==> src/rtl/quotient_bcd_converter.sv <==
// Sequential binary-to-BCD converter using shift-and-add-3, one input bit per
// clock. Intended to sit behind the divider and turn its Q or R word into
// packed BCD digits; the start/busy/done handshake lets Q and R share one unit.
module quotient_bcd_converter #(
  parameter int unsigned WIDTH  = 8,
  parameter int unsigned DIGITS = 3
) (
  input  logic                  clk,
  input  logic                  rst,
  input  logic                  start,
  input  logic [WIDTH-1:0]      bin,
  output logic                  busy,
  output logic                  done,
  output logic [4*DIGITS-1:0]   bcd
);

  localparam int unsigned CW = $clog2(WIDTH + 1);
  localparam int unsigned BW = 4 * DIGITS;

  typedef enum logic {
    IDLE,
    CONV
  } state_t;

  state_t state, state_nxt;

  logic [WIDTH-1:0] shreg;
  logic [BW-1:0]    scratch;
  logic [BW-1:0]    scratch_corr;
  logic [BW-1:0]    scratch_nxt;
  logic [WIDTH-1:0] shreg_nxt;
  logic [CW-1:0]    cnt;
  logic             last_iter;

  // Add-3 correction on every digit that would overflow past 9 when doubled
  always_comb begin
    scratch_corr = scratch;
    for (int unsigned k = 0; k < DIGITS; k++) begin
      if (scratch[4*k +: 4] >= 4'd5)
        scratch_corr[4*k +: 4] = scratch[4*k +: 4] + 4'd3;
    end
  end

  // One iteration: shift {corrected scratch, shreg} left; shreg MSB feeds scratch LSB.
  // Bits shifted out of the top of scratch are dropped when DIGITS is undersized.
  always_comb begin
    scratch_nxt = {scratch_corr[BW-2:0], shreg[WIDTH-1]};
    shreg_nxt   = shreg << 1;
    last_iter   = (cnt == CW'(1));
  end

  // State register
  always_ff @(posedge clk) begin
    if (rst)
      state <= IDLE;
    else
      state <= state_nxt;
  end

  // Next-state logic: accept start only in IDLE, leave CONV after the final bit
  always_comb begin
    state_nxt = state;
    unique case (state)
      IDLE: if (start)     state_nxt = CONV;
      CONV: if (last_iter) state_nxt = IDLE;
      default:             state_nxt = IDLE;
    endcase
  end

  // Moore outputs decoded from the state register only
  always_comb begin
    busy = (state == CONV);
  end

  // Datapath: operand capture, iteration registers, result and done pulse
  always_ff @(posedge clk) begin
    if (rst) begin
      shreg   <= '0;
      scratch <= '0;
      cnt     <= '0;
      bcd     <= '0;
      done    <= 1'b0;
    end else begin
      done <= 1'b0;
      unique case (state)
        IDLE: begin
          if (start) begin
            shreg   <= bin;
            scratch <= '0;
            cnt     <= CW'(WIDTH);
          end
        end
        CONV: begin
          shreg   <= shreg_nxt;
          scratch <= scratch_nxt;
          cnt     <= cnt - CW'(1);
          if (last_iter) begin
            bcd  <= scratch_nxt;
            done <= 1'b1;
          end
        end
        default: ;
      endcase
    end
  end

endmodule
==> config.mk <==
export PLATFORM = sky130hd
export DESIGN_NAME = quotient_bcd_converter
export DESIGN_NICKNAME = d
export VERILOG_FILES = /design/src/rtl/quotient_bcd_converter.sv
export SDC_FILE = /design/constraint.sdc
export NUM_CORES = 1
export LEC_CHECK = 0
export BUFFER_PORTS_ARGS = -buffer_cell sky130_fd_sc_hd__buf_2
export CAP_MARGIN = 20
export CORE_ASPECT_RATIO = 0.6
export CORE_MARGIN = 10
export CORE_UTILIZATION = 50
export CTS_CLUSTER_SIZE = 24
export DETAILED_ROUTE_END_ITERATION = 6
export PLACE_DENSITY = 0.7
export SLEW_MARGIN = 15
export SYNTH_ARGS = -nofsm -noshare
export SYNTH_HDL_FRONTEND = slang
export SYNTH_SLANG_ARGS = --single-unit
==> constraint.sdc <==
create_clock -name clk -period 1.7 [get_ports clk]
set_clock_uncertainty 0.15 [all_clocks]
set_input_delay 0.51 -clock clk [delete_from_list [all_inputs] [get_ports clk]]
set_output_delay 0.51 -clock clk [all_outputs]
set_load 0.01 [all_outputs]
==> impl_metrics.py <==
metrics = {
    "critical_path": {
        "path_class": "reg2reg",
        "r2r_cells": 6,
        "timing.critical_path.arrival_ps": 1680,
        "worst_path_max_delay_cell": "dfxtp_1",
        "cp-end-kind": "flip-flop",
        "cp-start-kind": "flip-flop",
        "crit_chain": "inv_1 > ha_1 > nand2b_1 > a21o_1 > mux2_4 > o21ai_2",
        "reg2reg_slack_ps": 90,
        "required_ps": 1770,
        "path_buf_inv": 1,
        "rr_endpoint": "scratch[6]",
        "r2r-start": "scratch[5]",
        "crit_path_max_incr_delay_ps": 340,
        "worstPathMaxFanout": 3,
        "cp_top_family": "flip-flops",
    },
    "synthesis": {
        "ys_types": 30,
        "ys_warn_count": 0,
        "synth_top_family_by_area": "compound AO/OA/AOI/OAI gates",
        "synth.top_cell.area_share": 0.447,
        "synth_compound_area_frac": 0.201,
        "synthAdderAreaFrac": 0.0588,
        "synthTopCellsByArea": "dfxtp_1 45%, ha_1 5.9%, mux2i_1 5.9%",
        "synth_fp_nets": 201,
        "synthCells": 182,
        "synth_area_per_cell_sq_um": 9.36,
        "synth-simple-area-share": 0.154,
        "synthMuxAreaShare": 0.0764,
        "synth_seq_area_share": 0.447,
        "ys_ff_latch": 38,
        "synth_top_area_cell": "dfxtp_1",
        "synthesis.area_sq_mm": 0.00170,
        "synth_xor_area_frac": 0.0154,
    },
    "global_route": {
        "track_usage": 0.121,
        "gr-total-overflow": 0,
        "antenna_found_initial": 0,
        "gr-usage-met2": 0.185,
        "grt_pass1_wl_microns": 6050,
        "grt-busiest-layer": "met2",
        "grt_max_degree": 21,
        "grt_pass1_vias": 1292,
        "met3_usage": 0.0408,
        "met1_usage": 0.157,
    },
    "timing": {
        "fmax_mhz": 620,
        "timing.final.ws_setup_ps": 86.8,
        "worst_pin_slew_ps": 450,
        "fin_crit_sh": 0.949,
        "period_needed_ps": 1610,
        "setup_viol": 0,
        "final_max_slew_viol_count": 0,
        "finalHoldViolations": 0,
        "slew-limit-headroom": 0.700,
    },
    "drt": {
        "drc": 0,
        "ant_nets": 0,
        "viasPerCell": 5.36,
        "first_pass_iters": 4,
        "drt_first_iter_violations": 117,
        "vias": 1387,
        "drt_wl_total_microns": 3670,
        "wl_per_cell_microns": 14.2,
    },
    "final_layout": {
        "fillerInstances": 274,
        "drive_gt1_frac": 0.257,
        "final_core_util": 0.617,
        "final_common_cell": "dfxtp_1",
        "area_growth_pct": 18.1,
        "layout_common_cells": "34 x dfxtp_1, 24 x buf_2, 22 x nor2_1, 17 x a21oi_1",
        "design_area_sq_mm": 0.00201,
        "antenna_cells": 0,
        "nNetsFinal": 233,
    },
    "flow_run": {
        "max-cap-violations": 0,
    },
    "place": {
        "io_buffer_count": 24,
        "gp_congestion": 0.792,
        "dp_hpwl_microns": 2790,
        "post-place-ws_ps": 60.0,
        "placedInstanceArea_sq_mm": 0.00192,
    },
    "pwr": {
        "ir_drop_mv": 0.454,
        "total_power_uw": 1670,
        "p_per_area_mw_per_mm2": 832,
        "leakage_uw": 0.000853,
    },
    "clocking": {
        "post_cts_buffers": 0,
        "htreeDepth": 2,
        "clkLatencyLatePin_ps": 290,
        "clkTransAtPathRegs_ps": 70,
        "cts_buffer_depth": 2,
        "holdBufCountCts": 0,
        "cts_made_buffers": 5,
        "tritoncts": "done",
        "clock-sinks": 38,
        "cts_root_buf": "clkbuf_8",
    },
    "floorplan": {
        "floorplan.die_area_sq_mm": 0.00622,
        "core_area_sq_mm": 0.00326,
        "rows": 16,
        "initial_utilization": 0.522,
        "die_h_microns": 65.2,
        "io_pins": 25,
        "die_w_microns": 95.3,
    },
    "hold_path": {
        "hold_path_end": "bcd[11]",
        "holdCritStartpoint": "bcd[11]",
        "hold_depth": 1,
        "min_path_type": "reg2reg",
    },
    "run_status": {
        "run_status": "finished clean",
    },
}
==> power by group <==
| part | leakage, uW | internal (uW) | switching [uW] |
|---|---|---|---|
| Sequential | 0.000310 | 914 | 17.2 |
| Clock | 0.0000438 | 275 | 302 |
| Combinational | 0.000499 | 71.6 | 94.6 |
==> worst register-to-register path, cell delays in order (launching register included) <==
cell,delay (ps)
dfxtp_1,340
inv_1,70
ha_1,180
nand2b_1,150
a21o_1,220
mux2_4,320
o21ai_2,120
==> layout make-up <==
type / instances / area [sq um] / area share
flip-flops and latches: 38 / 766 / 0.381
repair buffers: 34 / 208 / 0.103
multi-input cells: 125 / 866 / 0.430
inverters: 10 / 37.5 / 0.0187
clock buffers: 5 / 68.8 / 0.0342
well taps: 45 / 56.3 / 0.0280
clock inverters: 2 / 10.0 / 0.00498
==> cell usage after synthesis (all sizes together) <==
cell,number
a21o,2
a21oi,18
a22o,3
a311oi,1
a32o,2
buf,7
clkbuf,2
dfxtp,38
ha,8
inv,10
mux2,2
mux2i,10
nand2,1
nand2b,6
nand3,9
nand3b,1
nor2,23
nor3,8
nor3b,5
o21ai,12
o21ba,1
o2bb2ai,9
o31a,1
xnor2,3
==> cell families after synthesis <==
kind of cell / count (synthesis)
muxes: 12
buffers and inverters: 19
AOI/OAI and AO/OA: 49
adders and majority gates: 8
xor gates and xnor gates: 3
DFF: 38
and+or+nand+nor: 53
==> repair_timing <==
| action | in CTS | in global routing |
|---|---|---|
| resized for setup | 0 | 6 |
| endpoints found under the setup margin | 0 | 13 |
| hold endpoints to repair | 0 | 0 |
==> worst max-delay path by stage <==
stage | slack [ps] | cells after the start | from | endpoint
2_1_floorplan | 160 | 6 | scratch[4] | scratch[6]
3_3_place_gp | 100 | 4 | rst | bcd[4]
3_5_place_dp | 60 | 6 | scratch[4] | scratch[6]
4_1_cts | 40 | 2 | busy | busy
5_1_grt | -2 | 6 | cnt[0] | bcd[4]
6_report | 90 | 6 | scratch[5] | scratch[6]
==> registers in the layout (all words and copies together), names as in the netlist <==
signal / count
busy: 1
cnt: 4
done: 1
shreg: 8
bcd: 12
scratch: 12
==> layer usage <==
layer,routed length (microns),vias up
li1,-,702
met1,1730,645
met2,1650,33
met3,250,7
met4,40,0
met5,0,-
==> metrics by stage <==
stage,instances,TNS (ps),hold slack [ps]
final,259,0,309
after global routing,259,-1.60,330
after CTS,259,0,314
after detailed placement,252,0,292
after global placement,252,0,293
after floorplan,182,0,304
Note: power is estimated with default switching activity, not from simulation.
